===== config.mk =====
export PLATFORM = sky130hd
export DESIGN_NAME = proc_sequencer_flat
export DESIGN_NICKNAME = d
export VERILOG_FILES = /design/src/rtl/proc_sequencer_if.sv /design/src/rtl/proc_sequencer.sv /design/src/flat_wrapper.sv
export SDC_FILE = /design/constraint.sdc
export NUM_CORES = 1
export LEC_CHECK = 0
export ABC_CLOCK_PERIOD_IN_PS = 3800
export BUFFER_PORTS_ARGS = -buffer_cell sky130_fd_sc_hd__buf_2
export CAP_MARGIN = 20
export CORE_ASPECT_RATIO = 1.25
export CORE_MARGIN = 1
export CORE_UTILIZATION = 29
export CTS_BUF_LIST = sky130_fd_sc_hd__clkbuf_16
export CTS_CLUSTER_SIZE = 30
export DETAILED_ROUTE_END_ITERATION = 7
export HOLD_SLACK_MARGIN = 0.12
export SLEW_MARGIN = 20
export SYNTH_ARGS = -nofsm -noshare
export SYNTH_HDL_FRONTEND = slang
export SYNTH_SLANG_ARGS = --single-unit

===== constraint.sdc =====
create_clock -name Clock -period 3.8 [get_ports Clock]
set_input_delay 0.76 -clock Clock [delete_from_list [all_inputs] [get_ports Clock]]
set_output_delay 0.76 -clock Clock [all_outputs]
set_load 0.05 [all_outputs]

===== src/rtl/proc_sequencer_if.sv =====
// Processor-side handshake bundle between proc_sequencer and the 9-bit core.
// The sequencer owns DIN/Run; the core answers with Done and its bus value.
interface proc_sequencer_if;
  logic [8:0] DIN;
  logic       Run;
  logic       Done;
  logic [8:0] BusWires;

  modport master (output DIN, output Run, input Done, input BusWires);
  modport slave  (input DIN, input Run, output Done, output BusWires);
endinterface


===== src/rtl/proc_sequencer.sv =====
// Instruction sequencer for the 9-bit processor: holds a loadable program,
// issues one instruction per Run strobe, supplies mvi immediates and waits
// for Done before advancing.
// Optional watchdog: define SEQ_WATCHDOG_EN to halt with Error after 16
// consecutive IMM/WAIT cycles without Done.
module proc_sequencer #(
  parameter int AW = 4
) (
  input  logic                Clock,
  input  logic                Resetn,
  input  logic                LdEn,
  input  logic [AW-1:0]       LdAddr,
  input  logic [8:0]          LdData,
  input  logic                Start,
  proc_sequencer_if.master    bus,
  output logic                Busy,
  output logic                Halted,
  output logic [AW-1:0]       PC,
  output logic [8:0]          LastBus,
  output logic [7:0]          InstrCount,
  output logic                Error
);

  typedef enum logic [2:0] {
    S_IDLE  = 3'd0,
    S_ISSUE = 3'd1,
    S_IMM   = 3'd2,
    S_WAIT  = 3'd3,
    S_HALT  = 3'd4
  } state_t;

  localparam int         DEPTH   = 2 ** AW;
  localparam logic [2:0] OP_MVI  = 3'b001;
  localparam logic [2:0] OP_HALT = 3'b111;

  state_t     state, next_state;
  logic [8:0] mem [DEPTH];
  logic [8:0] cur_word, imm_word;
  logic [8:0] din, din_hold;
  logic       run, retire, start_ok, load_ok;
  logic       is_mvi;
  logic       wd_expire;

  // Immediate address wraps naturally at AW bits (mvi at top fetches word 0)
  assign cur_word = mem[PC];
  assign imm_word = mem[PC + AW'(1)];

  assign bus.DIN = din;
  assign bus.Run = run;

  // State register
  always_ff @(posedge Clock or negedge Resetn) begin
    if (!Resetn) state <= S_IDLE;
    else         state <= next_state;
  end

  // Next-state decode and per-state outputs
  always_comb begin
    next_state = state;
    din        = din_hold;
    run        = 1'b0;
    retire     = 1'b0;
    start_ok   = 1'b0;
    load_ok    = 1'b0;
    Busy       = 1'b0;
    Halted     = 1'b0;
    unique case (state)
      S_IDLE, S_HALT: begin
        load_ok = 1'b1;
        Halted  = (state == S_HALT);
        if (Start) begin
          start_ok   = 1'b1;
          next_state = S_ISSUE;
        end
      end
      S_ISSUE: begin
        Busy = 1'b1;
        din  = cur_word;
        if (cur_word[8:6] == OP_HALT) begin
          next_state = S_HALT;
        end else begin
          run        = 1'b1;
          next_state = (cur_word[8:6] == OP_MVI) ? S_IMM : S_WAIT;
        end
      end
      S_IMM: begin
        Busy = 1'b1;
        din  = imm_word;
        if (bus.Done) begin
          retire     = 1'b1;
          next_state = S_ISSUE;
        end else if (wd_expire) begin
          next_state = S_HALT;
        end else begin
          next_state = S_WAIT;
        end
      end
      S_WAIT: begin
        Busy = 1'b1;
        if (bus.Done) begin
          retire     = 1'b1;
          next_state = S_ISSUE;
        end else if (wd_expire) begin
          next_state = S_HALT;
        end
      end
      default: next_state = S_IDLE;
    endcase
  end

  // Program counter, retire bookkeeping and DIN hold register
  always_ff @(posedge Clock or negedge Resetn) begin
    if (!Resetn) begin
      PC         <= '0;
      LastBus    <= '0;
      InstrCount <= '0;
      din_hold   <= '0;
      is_mvi     <= 1'b0;
    end else begin
      din_hold <= din;
      if (state == S_ISSUE) is_mvi <= (cur_word[8:6] == OP_MVI);
      if (start_ok) begin
        PC         <= '0;
        InstrCount <= '0;
      end else if (retire) begin
        PC      <= PC + (is_mvi ? AW'(2) : AW'(1));
        LastBus <= bus.BusWires;
        if (InstrCount != 8'hFF) InstrCount <= InstrCount + 8'd1;
      end
    end
  end

  // Program memory write port; locked out while an instruction is in flight
  always_ff @(posedge Clock) begin
    if (LdEn && load_ok) mem[LdAddr] <= LdData;
  end

`ifdef SEQ_WATCHDOG_EN
  logic [3:0] wd_cnt;

  assign wd_expire = ((state == S_IMM) || (state == S_WAIT)) && !bus.Done && (wd_cnt == 4'hF);

  // Count consecutive IMM/WAIT cycles without Done; restart at every issue
  always_ff @(posedge Clock or negedge Resetn) begin
    if (!Resetn)                                           wd_cnt <= '0;
    else if (state == S_ISSUE)                             wd_cnt <= '0;
    else if (((state == S_IMM) || (state == S_WAIT)) && !bus.Done) wd_cnt <= wd_cnt + 4'd1;
  end

  // Sticky timeout flag, cleared by a new Start
  always_ff @(posedge Clock or negedge Resetn) begin
    if (!Resetn)        Error <= 1'b0;
    else if (start_ok)  Error <= 1'b0;
    else if (wd_expire) Error <= 1'b1;
  end
`else
  assign wd_expire = 1'b0;
  assign Error     = 1'b0;
`endif

endmodule


===== src/flat_wrapper.sv =====
// flat-port wrapper written by rule: the top's interface ports become plain ports
module proc_sequencer_flat 
#(
  parameter int AW = 4
)
  (Clock, Resetn, LdEn, LdAddr, LdData, Start, Busy, Halted, PC, LastBus, InstrCount, Error, bus_DIN, bus_Run, bus_Done, bus_BusWires);
  proc_sequencer_if bus_i ();
  input  logic Clock;
  input  logic Resetn;
  input  logic LdEn;
  input  logic [AW-1:0] LdAddr;
  input  logic [8:0] LdData;
  input  logic Start;
  output logic Busy;
  output logic Halted;
  output logic [AW-1:0] PC;
  output logic [8:0] LastBus;
  output logic [7:0] InstrCount;
  output logic Error;
  output wire logic [$bits(bus_i.DIN)-1:0] bus_DIN;
  output wire logic [$bits(bus_i.Run)-1:0] bus_Run;
  input wire logic [$bits(bus_i.Done)-1:0] bus_Done;
  input wire logic [$bits(bus_i.BusWires)-1:0] bus_BusWires;
  assign bus_DIN = bus_i.DIN;
  assign bus_Run = bus_i.Run;
  assign bus_i.Done = bus_Done;
  assign bus_i.BusWires = bus_BusWires;
  proc_sequencer #(.AW(AW)) u_core (.Clock(Clock), .Resetn(Resetn), .LdEn(LdEn), .LdAddr(LdAddr), .LdData(LdData), .Start(Start), .bus(bus_i), .Busy(Busy), .Halted(Halted), .PC(PC), .LastBus(LastBus), .InstrCount(InstrCount), .Error(Error));
endmodule

# After elaboration in Yosys (flattened, before gate mapping)
# Memory sizes are Yosys's and may differ from the RTL's.
# Index checks and enable logic that the tools add are counted.
# word_totals
wordCells,54
reg_bits,34
output_inout_bits,34
ram_bits,144
mem_count,1
inputBits,27
# classes
n_reduce_logical,10
n_eq_ne,9
n_addsub,3
bitwise,1
muxes,24
# memory_table
memory,depth,width,rd,rd_clocked_by_memory_dff,write_ports,line,text
u_core.mem,16,9,2,0,1,proc_sequencer.sv:37,logic [8:0] mem [DEPTH];
# op_table
cell,count
2-to-1 mux 8 bit,3
case mux 9 bit (2 select lines),1
2-to-1 mux 1 bit,12
case mux 3 bit (4 select lines),1
2-to-1 mux 3 bit,3
adder 8 x 1 -> 8 bit (second input constant),1
2-to-1 mux 4 bit,2
inequality test 8 bit (second input constant),1
== test 3 x 1 -> 1 bit (second input constant),2
== test 3 x 2 -> 1 bit (second input constant),2
== test 3 bit (second input constant),2
AND reduction 2 bit,3
adder 4 x 1 -> 4 bit (second input constant),1
adder 4 bit,1
2-to-1 mux 2 bit,2
inequality test 2 bit (second input constant),2
nonzero test 2 bit,2
OR reduction 2 bit,2
zero test 3 bit,1
OR reduction 3 bit,1
logical AND 1 bit,1
NOT 1 bit,1

# Depth between registers and ports, before layout
# logic_depth
ltp_word,6
depth_mapped,9
mapped_depth_nobuf,7

# Worst setup path before layout
# OpenSTA, ideal clock, no wires.
# synth_path
path_kind,reg-to-output
start,register u_core.PC[1]
end,output port bus_Run
arrival_time_ns,2.780
t_required_ns,3.040
setup_slack_ns,0.260
path_buffers,1
stages_incl_launch_ff,6
cell_sequence,dfrtp_1 -> buf_6 -> mux4_2 -> mux4_2 -> and3_4 -> nor2_1
# synth_between
elab_chain_len,4
# synth_lines
item,line,text
from (decl),proc_sequencer.sv:18,"output logic [AW-1:0] PC,"
from (signal assigned),proc_sequencer.sv:126,PC <= PC + (is_mvi ? AW'(2) : AW'(1));
memory read (16 x 9 bit),--,
== test 3 bit,proc_sequencer.sv:79,if (cur_word[8:6] == OP_HALT) begin
2-to-1 mux 1 bit,proc_sequencer.sv:79,
2-to-1 mux 1 bit,proc_sequencer.sv:67,unique case (state)
to (decl),flat_wrapper.sv:21,output wire logic [$bits(bus_i.Run)-1:0] bus_Run;
# No other way between the ends.

# Worst setup path in the final report
# layout_path
start,register u_core.PC[1]
end,output port bus_DIN[4]
# layout_between
elab_chain_len,3
# layout_lines
item,line,text
adder 4 x 1 -> 4 bit,proc_sequencer.sv:46,assign imm_word = mem[PC + AW'(1)];
memory read (16 x 9 bit) (*),--,
case mux 9 bit (2 select lines) (*),proc_sequencer.sv:67,
to (decl),flat_wrapper.sv:20,output wire logic [$bits(bus_i.DIN)-1:0] bus_DIN;
# Every way passes the cells marked *; elsewhere a longest branch is shown, timed or not.

==> flow_summary_export.csv <==
group,metric,value,unit
final_layout,mostFrequentLayoutCells,"edfxtp_1, buf_2, mux4_2",
synthesis,synth.area.top_cells,"edfxtp_1, mux4_2, dfrtp_1",
final_layout,nNetsFinal,574,
placement,gp_congestion,0.799,
final_layout,diodes,0,
drt,vias,4728,
drt,wl,19900,um
global_routing,antenna_found_initial,0,
critical_path,crit_chain,"buf_8 -> mux4_1 -> mux4_2 -> a22oi_1 -> nand2_1 -> buf_2",
synthesis,synth_compound_area_frac,0.0352,
synthesis,synth-xor-area-share,0.00835,
critical_path,worstPathArrival,2.94,ns
drt,drt-initial-drc-count,339,
sta,period_share,0.973,
power_and_ir_drop,cellLeakagePower,3.51,nW
synthesis,synth.top_cell.area_share,0.515,
placement,dp_hpwl,13600,um
critical_path,path_class,"reg -> out",
synthesis,ys_seq_area_frac,0.616,
floorplan,core-area,28500,um2
final_layout,regArea,5180,um2
power_and_ir_drop,p_switching,0.00314,W
drt,drt_pass1_iterations,4,
drt,via_per_inst,5.20,
synthesis,yosys.area_share.simple,0.0477,
critical_path,start_kind,"flop",
power_and_ir_drop,power_frac_comb,0.479,
synthesis,netlist.top_cell.by_area,"edfxtp_1",
sta,hold_viol,0,
global_routing,grt_pass1_wl,30100,um
final_layout,syn2layout_area_growth,17.2,%
sta,relSlewSlack,0.417,
final_layout,stdcell_count,910,
power_and_ir_drop,ir_worst_vdd,0.000381,V
final_layout,final_layout_size_suffix_gt1_frac,0.353,
global_routing,grt_use_total,0.141,
power_and_ir_drop,p_total,0.00783,W
power_and_ir_drop,p_clk_frac,0.213,
floorplan,dieArea,29600,um2
floorplan,rows,69,
run_status,status,"complete, no violations",
power_and_ir_drop,p_seq_frac,0.308,
synthesis,synth-edff-count,144,
global_routing,grt_pass1_vias,4896,
sta,finalSetupTns,0,ns
sta,timing.fmax,0.270,GHz
synthesis,async_flop_share,0.191,
cts,cts_max_path_buffers,2,
synthesis,syn_avg_cell_area,18.3,um2
final_layout,fillers,2675,
cts,cts_setup_buffers,0,
sta,min_period,3.70,ns
synthesis,synthMuxAreaShare,0.261,
drt,drc,0,
cts,clkLatencyLatePin,0.44,ns
sta,finalMaxSlewViolations,0,
sta,fin_skew,0.0162,ns
critical_path,required,3.04,ns
synthesis,ys_seq_elements,178,
cts,htree_levels,4,
synthesis,syn_nets,491,
global_routing,overflow,0,
cts,numClockSinks,178,
sta,rsz0062_at_grt,"no",
cts,cts.clk_slew.worst_paths,0.07,ns
power_and_ir_drop,powerDensity,796,nW/um2
floorplan,start_util,0.295,
synthesis,netlist_area,8400,um2
min_path,min_path_type,"in -> async",
placement,port_buffers,59,
global_routing,grt_max_degree,76,
critical_path,critPathMaxFanout,42,
drt,ant_nets,0,
synthesis,synth_top_family_by_area,"multiplexers",
synthesis,ys_types,46,
synthesis,yosys_most_used_dff,"edfxtp_1",
synthesis,yosys.area_share.adder,0.00835,
floorplan,io_pins,61,
final_layout,postLayoutCoreUtil,0.345,
final_layout,fin_area,9840,um2
critical_path,cp-end-kind,"primary output",
cts,cts_tree,"yes",
cts,numCtsBuffers,17,
floorplan,die_x,154,um
critical_path,cpPeakStageDelay,0.69,ns
synthesis,synthCells,459,
placement,place_area,9240,um2
cts,hold_buffers,0,
synthesis,yosys_warnings,0,
final_layout,final_common_cell,"edfxtp_1",
drt,wl_per_cell,21.9,um
run,cap_violations,0,
power_and_ir_drop,internal_power,0.00469,W
placement,dp.cells,878,
power_and_ir_drop,switching_share,0.401,
floorplan,die_h,192,um
sta,worstMarginPinSlew,0.874,ns
final_layout,multi_input_area,3060,um2
critical_path,cp_slowest_cell,"mux4_1",
sta,setup_viol_count_final,0,
cts,cts_root_buf,"clkbuf_16",
## power groups by stage
| stage | combinational, W | sequential, W | clock (W) |
|---|---|---|---|
| 2_1_floorplan | 0.00254 | 0.00273 | 0 |
| 3_3_place_gp | 0.00374 | 0.00243 | 0 |
| 3_5_place_dp | 0.00377 | 0.00244 | 0 |
| 4_1_cts | 0.00380 | 0.00240 | 0.00170 |
| 5_1_grt | 0.00402 | 0.00243 | 0.00178 |
| 6_report | 0.00375 | 0.00241 | 0.00167 |
## cells in the mapped netlist, drive strengths merged, types with 2 or more instances
cell type,count
ha,4
nand4,3
clkbuf,8
xor2,4
inv,7
nor3,5
or3,4
nor2b,2
a21oi,5
mux4,78
o211ai,7
xnor2,4
nand3,3
nand2,28
mux2i,13
and3,3
mux2,17
dfrtp,34
o21ai,8
edfxtp,144
nand3b,2
buf,17
nor2,31
a221oi,3
nand2b,3
a22oi,10
## per-layer routing
| layer | routed length (um) | vias to the layer above | global-route usage | share of wire |
|---|---|---|---|---|
| met3 | 1140 | 16 | 0.0325 | 0.057 |
| met5 | 0 | - | 0 | 0 |
| li1 | - | 2078 | - | - |
| met4 | 292 | 0 | 0.0515 | 0.015 |
| met1 | 8600 | 2486 | 0.181 | 0.43 |
| met2 | 9900 | 148 | 0.234 | 0.50 |
## worst paths after layout
path / from / endpoint / slack, ns / cells past startpoint
min in group Clock: u_core.din_hold[6] / u_core.din_hold[6] / 0.50 / 2
max in group asynchronous: Resetn / u_core.PC[0] / 2.71 / 1
hold reg to reg: u_core.din_hold[6] / u_core.din_hold[6] / 0.50 / 2
setup / recovery: u_core.PC[1] / bus_DIN[4] / 0.10 / 6
setup reg to reg: u_core.state[0] / u_core.mem[0][8] / 1.13 / 5
hold / removal: Resetn / u_core.InstrCount[7] / 0.44 / 1
## registers in the layout, summed over array words and instances, names as in the netlist
register and flops:
u_core.is_mvi 1, u_core.LastBus 9, u_core.InstrCount 8, u_core.PC 4, u_core.mem 144, u_core.state 3, u_core.din_hold 9
## critical path: cells and delay by family, from the launching register on
| kind | cells | cell delay [ns] |
|---|---|---|
| AOI/OAI and AO/OA | 1 | 0.15 |
| buffers and inverters | 2 | 0.60 |
| DFF | 1 | 0.38 |
| muxes | 2 | 1.20 |
| and+or+nand+nor | 1 | 0.15 |
## metrics by stage
step | hold WS (ns) | worst slack, ns
floorplan | 0.464 | 0.260
global placement | 0.480 | 0.363
detailed placement | 0.487 | 0.334
CTS | 0.461 | 0.0197
global route | 0.489 | 0.00606
finish | 0.440 | 0.103
## timing repair
item                                    in CTS  in global routing
resized for setup                            2                  4
gates cloned                                 0                  0
endpoints found under the setup margin       9                  6
## area by class of cell
cell class                      instances  share of cell area
Tap cell                              355              0.0451
Inverter                                7             0.00267
Multi-Input combinational cell        249               0.311
Timing Repair Buffer                   89              0.0570
Clock inverter                         15              0.0142
Clock buffer                           17              0.0432
Sequential cell                       178               0.527
## logic make-up (layout without fill, tap and decap cells)
group,count (synthesis),count (layout)
adder cells (fa/ha/maj),5,5
AND/OR/NAND/NOR,87,87
AO/OA/AOI/OAI,40,40
multiplexers,108,108
buffers and inverters,32,128
XOR/XNOR,8,8
other,1,1
flip-flops,178,178
Power figures use the tool's default switching activity.
